**src/rtl/ibex_pext_mac32.sv**
```systemverilog
// ibex_pext_mac32: iterative signed 32x32 multiply-accumulate for the Zpn ops
// MADDR32/MSUBR32 (low word, wrapping) and KMMAC/KMMACu/KMMSB/KMMSBu (high
// word, optional rounding, saturating). One 17x17 signed multiplier is reused
// over up to four partial-product cycles, then rd is added or subtracted.
//
// Ports:
//   clk_i, rst_i             clock, asynchronous active-high reset
//   en_i, kill_i             request (held until valid_o) and synchronous flush
//   high_i                   1 = high-word saturating op, 0 = low-word wrapping op
//   alu_sub_i, rounding_i    decoder controls (bit 0 of alu_sub_i selects subtract)
//   op_a_i, op_b_i, op_c_i   rs1, rs2, rd
//   busy_o                   engine not idle
//   valid_o, result_o, ov_o  one-cycle result pulse, result, saturation flag
module ibex_pext_mac32 #(
    parameter int unsigned ACC_W = 64
) (
    input  logic        clk_i,
    input  logic        rst_i,
    input  logic        en_i,
    input  logic        kill_i,
    input  logic        high_i,
    input  logic [1:0]  alu_sub_i,
    input  logic        rounding_i,
    input  logic [31:0] op_a_i,
    input  logic [31:0] op_b_i,
    input  logic [31:0] op_c_i,
    output logic        busy_o,
    output logic        valid_o,
    output logic [31:0] result_o,
    output logic        ov_o
);

    localparam int unsigned DATA_W = 32;
    localparam int unsigned MUL_W  = 17;
    localparam int unsigned PROD_W = 2 * MUL_W;

    typedef enum logic [2:0] {
        IDLE = 3'd0,
        PP0  = 3'd1,
        PP1  = 3'd2,
        PP2  = 3'd3,
        PP3  = 3'd4,
        ACC  = 3'd5
    } state_e;

    state_e              state_q, state_d;
    logic [DATA_W-1:0]   a_q, a_d, b_q, b_d, c_q, c_d;
    logic                high_q, high_d, sub_q, sub_d, rnd_q, rnd_d;
    logic [ACC_W-1:0]    acc_q, acc_d;

    logic signed [MUL_W-1:0]  mul_a, mul_b;
    logic signed [PROD_W-1:0] prod;
    logic [ACC_W-1:0]         pp_ext, pp_shift;
    logic [DATA_W-1:0]        lo_sum, h;
    logic [DATA_W:0]          c_ext, h_ext, s;

    // Only bit 0 of alu_sub_i carries meaning for these ops.
    logic unused_sub_hi;
    assign unused_sub_hi = alu_sub_i[1];

    // Per-state operand halves; low halves zero-extend, high halves sign-extend.
    always_comb begin
        mul_a = '0;
        mul_b = '0;
        unique case (state_q)
            PP0: begin
                mul_a = {1'b0, a_q[15:0]};
                mul_b = {1'b0, b_q[15:0]};
            end
            PP1: begin
                mul_a = {1'b0, a_q[15:0]};
                mul_b = {b_q[31], b_q[31:16]};
            end
            PP2: begin
                mul_a = {a_q[31], a_q[31:16]};
                mul_b = {1'b0, b_q[15:0]};
            end
            PP3: begin
                mul_a = {a_q[31], a_q[31:16]};
                mul_b = {b_q[31], b_q[31:16]};
            end
            default: ;
        endcase
    end

    assign prod   = mul_a * mul_b;
    assign pp_ext = {{(ACC_W - PROD_W){prod[PROD_W-1]}}, prod};

    // Align the partial product to its weight.
    always_comb begin
        pp_shift = pp_ext;
        unique case (state_q)
            PP1, PP2: pp_shift = pp_ext << 16;
            PP3:      pp_shift = pp_ext << 32;
            default:  pp_shift = pp_ext;
        endcase
    end

    // Next-state and register-update logic.
    always_comb begin
        state_d = state_q;
        a_d     = a_q;
        b_d     = b_q;
        c_d     = c_q;
        high_d  = high_q;
        sub_d   = sub_q;
        rnd_d   = rnd_q;
        acc_d   = acc_q;

        if (state_q == IDLE) begin
            if (en_i && !kill_i) begin
                a_d     = op_a_i;
                b_d     = op_b_i;
                c_d     = op_c_i;
                high_d  = high_i;
                sub_d   = alu_sub_i[0];
                rnd_d   = rounding_i;
                acc_d   = '0;
                state_d = PP0;
            end
        end else if (kill_i || !en_i) begin
            state_d = IDLE;
        end else begin
            unique case (state_q)
                PP0: begin
                    acc_d   = acc_q + pp_shift;
                    state_d = PP1;
                end
                PP1: begin
                    acc_d   = acc_q + pp_shift;
                    state_d = PP2;
                end
                PP2: begin
                    // a_hi*b_hi only lands at bit 32 and up, so low-word ops skip it.
                    acc_d   = acc_q + pp_shift;
                    state_d = high_q ? PP3 : ACC;
                end
                PP3: begin
                    acc_d   = acc_q + pp_shift;
                    state_d = ACC;
                end
                default: state_d = IDLE;
            endcase
        end
    end

    // Result datapath; adding 2^31 carries into bit 32 exactly when acc[31] is set.
    always_comb begin
        lo_sum = sub_q ? (c_q - acc_q[31:0]) : (c_q + acc_q[31:0]);
        h      = acc_q[63:32] + DATA_W'(rnd_q & acc_q[31]);
        c_ext  = {c_q[31], c_q};
        h_ext  = {h[31], h};
        s      = sub_q ? (c_ext - h_ext) : (c_ext + h_ext);
    end

    // Outputs follow the state directly; valid only in an unkilled ACC cycle.
    always_comb begin
        busy_o   = (state_q != IDLE);
        valid_o  = 1'b0;
        result_o = '0;
        ov_o     = 1'b0;
        if (state_q == ACC && en_i && !kill_i) begin
            valid_o = 1'b1;
            if (!high_q) begin
                result_o = lo_sum;
            end else if (s[32] != s[31]) begin
                ov_o     = 1'b1;
                result_o = s[32] ? 32'h8000_0000 : 32'h7FFF_FFFF;
            end else begin
                result_o = s[31:0];
            end
        end
    end

    // State and datapath registers.
    always_ff @(posedge clk_i or posedge rst_i) begin
        if (rst_i) begin
            state_q <= IDLE;
            a_q     <= '0;
            b_q     <= '0;
            c_q     <= '0;
            high_q  <= 1'b0;
            sub_q   <= 1'b0;
            rnd_q   <= 1'b0;
            acc_q   <= '0;
        end else begin
            state_q <= state_d;
            a_q     <= a_d;
            b_q     <= b_d;
            c_q     <= c_d;
            high_q  <= high_d;
            sub_q   <= sub_d;
            rnd_q   <= rnd_d;
            acc_q   <= acc_d;
        end
    end

endmodule

```
**config.mk**
```make
export PLATFORM = sky130hd
export DESIGN_NAME = ibex_pext_mac32
export DESIGN_NICKNAME = d
export VERILOG_FILES = /design/src/rtl/ibex_pext_mac32.sv
export SDC_FILE = /design/constraint.sdc
export NUM_CORES = 2
export LEC_CHECK = 0
export CAP_MARGIN = 5
export CORE_MARGIN = 2
export CORE_UTILIZATION = 35
export CTS_CLUSTER_SIZE = 8
export DETAILED_ROUTE_END_ITERATION = 12
export DONT_BUFFER_PORTS = 1
export REMOVE_ABC_BUFFERS = 1
export SLEW_MARGIN = 20
export SYNTH_ARGS = -nofsm -noshare
export SYNTH_HDL_FRONTEND = slang
export SYNTH_SLANG_ARGS = --single-unit
```
**constraint.sdc**
```tcl
create_clock -name clk_i -period 26.9 [get_ports clk_i]
set_clock_uncertainty 0.1 [all_clocks]
set_input_delay 1.345 -clock clk_i [delete_from_list [all_inputs] [get_ports clk_i]]
set_output_delay 1.345 -clock clk_i [all_outputs]
set_load 0.01 [all_outputs]
```
==> qor.txt <==
DIE AREA: 81800 um^2
Setup violators final: 0
Num CTS Buffers: 17
Clock latency on the worst-skew pair: 0.50 ns
Drt via density: 5.54
CTS sink count: 166
HP Class: register to register
Synth top area share: 0.215
Sw Ratio: 0.501
Storage cell area: 4160 um^2
# H-tree levels: 4
Total congestion overflow: 0
CP max stage delay: 0.79 ns
Hold Buf Count CTS: 0
Vias in the first global route: 22900
Setup crit end kind: register
Tmin final: 13.56 ns
MaxCap Viol Count: 0
DRC viols: 0
Top cells by area, synth: fa_1, dfrtp_1, ha_1
Setup TNS: 0 ns
Site row count: 103
Area grow syn2layout: 5.91%
Per-cell routed wire length: 19.6 um
Drt first pass iters: 5
Worst hold slack: 0.406 ns
Initial Util: 0.353
I/O Buffers: 0
WL final: 84200 um
Post-CTS Resized: 0
Placed cells: 4250
Root Buffer: clkbuf_16
Ys async rst share: 1.00
Nets: 3840
Outcome: complete, no violations
RD Place Congestion: 0.945
Clock Pin Slew Worst Setup and Hold Paths: 0.07 ns
Worst setup SP type: register
Detailed Route Iter0 Violations: 1998
Required @ worst endpoint: 27.23 ns
Final Max Slew Viols: 0
First-pass GRT wire length: 132000 um
Final period util: 0.504
CORE AREA: 78900 um^2
Syn. warnings: 0
Setup bufs post-CTS: 0
DR vias: 23700
Synth area leader: fa_1
Rel. slew slack: 0.223
RSZ-0062 raised after global routing: no
Multi-input gate area in the final layout: 21700 um^2
Leak pwr: 13.5 nW
Combinational fraction of design power: 0.679
Share of cells above drive strength 1: 0.0693
FF+latch count, synth: 166
Critical-path maximum fanout: 25
Number of flops mapped to enable cells by yosys: 0
FMAX: 0.0737 GHz
CTS tree: done
# IOs: 139
Pwr dens: 63.5 nW/um^2
Sequential power share: 0.184
Fillers: 8251
Synth Flop Type: dfrtp_1
Synth cell types: 92
Post-detail-place hpwl: 68300 um
Largest net degree at the start of global routing: 119
Die H: 286 um
Gate Count Post-Synth: 3301
Detail Route Antenna Nets: 0
Sequential-to-total area share from yosys stat: 0.149
Clock Tree Buf Depth: 2
Clock power frac: 0.137
Die X: 286 um
Antenna violations before repair: 4
Tot Pwr: 1.87 mW
Switch Pwr: 0.939 mW
Critical path's slowest cell: inv_1
All-layer global routing usage: 0.206
Power Internal: 0.934 mW
Layout Cells excl Fill: 4285
Max rail drop VDD: 0.0667 mV
Hold Fails Final Rpt: 0
Synthesized area: 27800 um^2
Synth Area per Inst: 8.43 um^2
Crit Path Category: register to register
Slew @ Worst Pin: 1.17 ns
CP arrival: 13.89 ns
Post-layout utilization of the core: 0.374
## layout make-up
type	count	area share
multi-input cells	2629	0.738
flip-flops and latches	166	0.141
inverters	367	0.0470
well taps	1050	0.0446
clock buffers	23	0.0169
repair buffers	38	0.00967
clock inverters	9	0.00310
diodes	3	0.000255
## metrics by stage
stage,worst slack [ns],area (um^2)
floorplan,15.49,27300
global placement,13.54,28900
detailed placement,13.60,28900
CTS,13.54,29500
global route,12.50,29500
finish,13.34,29500
## path summary, 6_finish.rpt
check	cells after the start	slack, ns	startpoint	to
worst max-delay path	39	13.34	state_q[2]$_DFFE_PP0P_	acc_q[60]$_DFFE_PP0P_
worst min-delay path	1	0.41	b_q[9]$_DFFE_PP0P_	b_q[9]$_DFFE_PP0P_
worst max register to register	39	13.34	state_q[2]$_DFFE_PP0P_	acc_q[60]$_DFFE_PP0P_
worst min register to register	1	0.41	b_q[9]$_DFFE_PP0P_	b_q[9]$_DFFE_PP0P_
max in group asynchronous	2	24.79	rst_i	a_q[10]$_DFFE_PP0P_
min in group asynchronous	1	0.73	rst_i	acc_q[58]$_DFFE_PP0P_
## power groups by stage
stage / clock network, mW / registers (mW) / logic, mW
2_1_floorplan: 0 / 0.328 / 0.946
3_3_place_gp: 0 / 0.348 / 1.24
3_5_place_dp: 0 / 0.349 / 1.25
4_1_cts: 0.265 / 0.344 / 1.25
5_1_grt: 0.273 / 0.350 / 1.40
6_report: 0.257 / 0.345 / 1.27
## placed cells by master, fill, tap and decap left out, types with 75 or more instances in the layout
cell	Yosys	final
o21ai_0	155	155
fa_1	299	299
inv_1	367	366
a21oi_1	197	197
nor2_1	308	307
dfrtp_1	166	164
xnor2_1	158	158
ha_1	218	218
xor2_1	75	75
nand2_1	327	326
mux2_2	112	112
## state kept, by name (all words and copies together), names as in the netlist
name	cells
state_q	3
b_q	32
sub_q	1
c_q	32
rnd_q	1
acc_q	64
high_q	1
a_q	32
## metal layers
metal  wire length [um]  track usage
met1              37200        0.276
met2              39700        0.340
met3               4660       0.0285
met4               2650       0.0702
met5                  0            0
## Yosys cell counts (all sizes together), types with 6 or more instances
| cell | number |
|---|---|
| nor2b | 28 |
| dfrtp | 166 |
| o221ai | 9 |
| and2 | 24 |
| and4 | 12 |
| o211ai | 11 |
| fa | 299 |
| or4 | 8 |
| nor3 | 67 |
| a31oi | 37 |
| a21o | 74 |
| o21bai | 24 |
| a41oi | 6 |
| nor2 | 308 |
| xor2 | 76 |
| o2111ai | 7 |
| nand3 | 59 |
| a21boi | 6 |
| xnor2 | 158 |
| nor4 | 19 |
| or3 | 10 |
| a22o | 35 |
| nor4b | 7 |
| and3 | 18 |
| nand2 | 328 |
| o22a | 9 |
| buf | 35 |
| mux2 | 112 |
| o22ai | 47 |
| a22oi | 19 |
| nand4 | 36 |
| a21oi | 197 |
| o31ai | 15 |
| nor3b | 10 |
| nand2b | 32 |
| o21a | 33 |
| or2 | 11 |
| clkbuf | 104 |
| nand3b | 6 |
| a211oi | 19 |
| o21ai | 159 |
| a221oi | 7 |
| inv | 367 |
| ha | 218 |
## critical path, delay by kind of cell (launching register included)
kind            cells  cell delay [ns]
compound gates     14             4.34
simple gates       10             2.94
flops               1             0.39
buf+inv             7             1.68
fa+ha+maj           8             4.00
## kinds of logic after synthesis
logic type / count (synthesis) / share of synthesized area
multiplexers: 116 / 0.0467
adder cells (fa/ha/maj): 520 / 0.314
AO/OA/AOI/OAI: 767 / 0.179
XOR/XNOR: 234 / 0.0739
flip-flops: 166 / 0.149
buffers and inverters: 506 / 0.0705
AND/OR/NAND/NOR: 992 / 0.166
(Power assumes the default switching activity.)
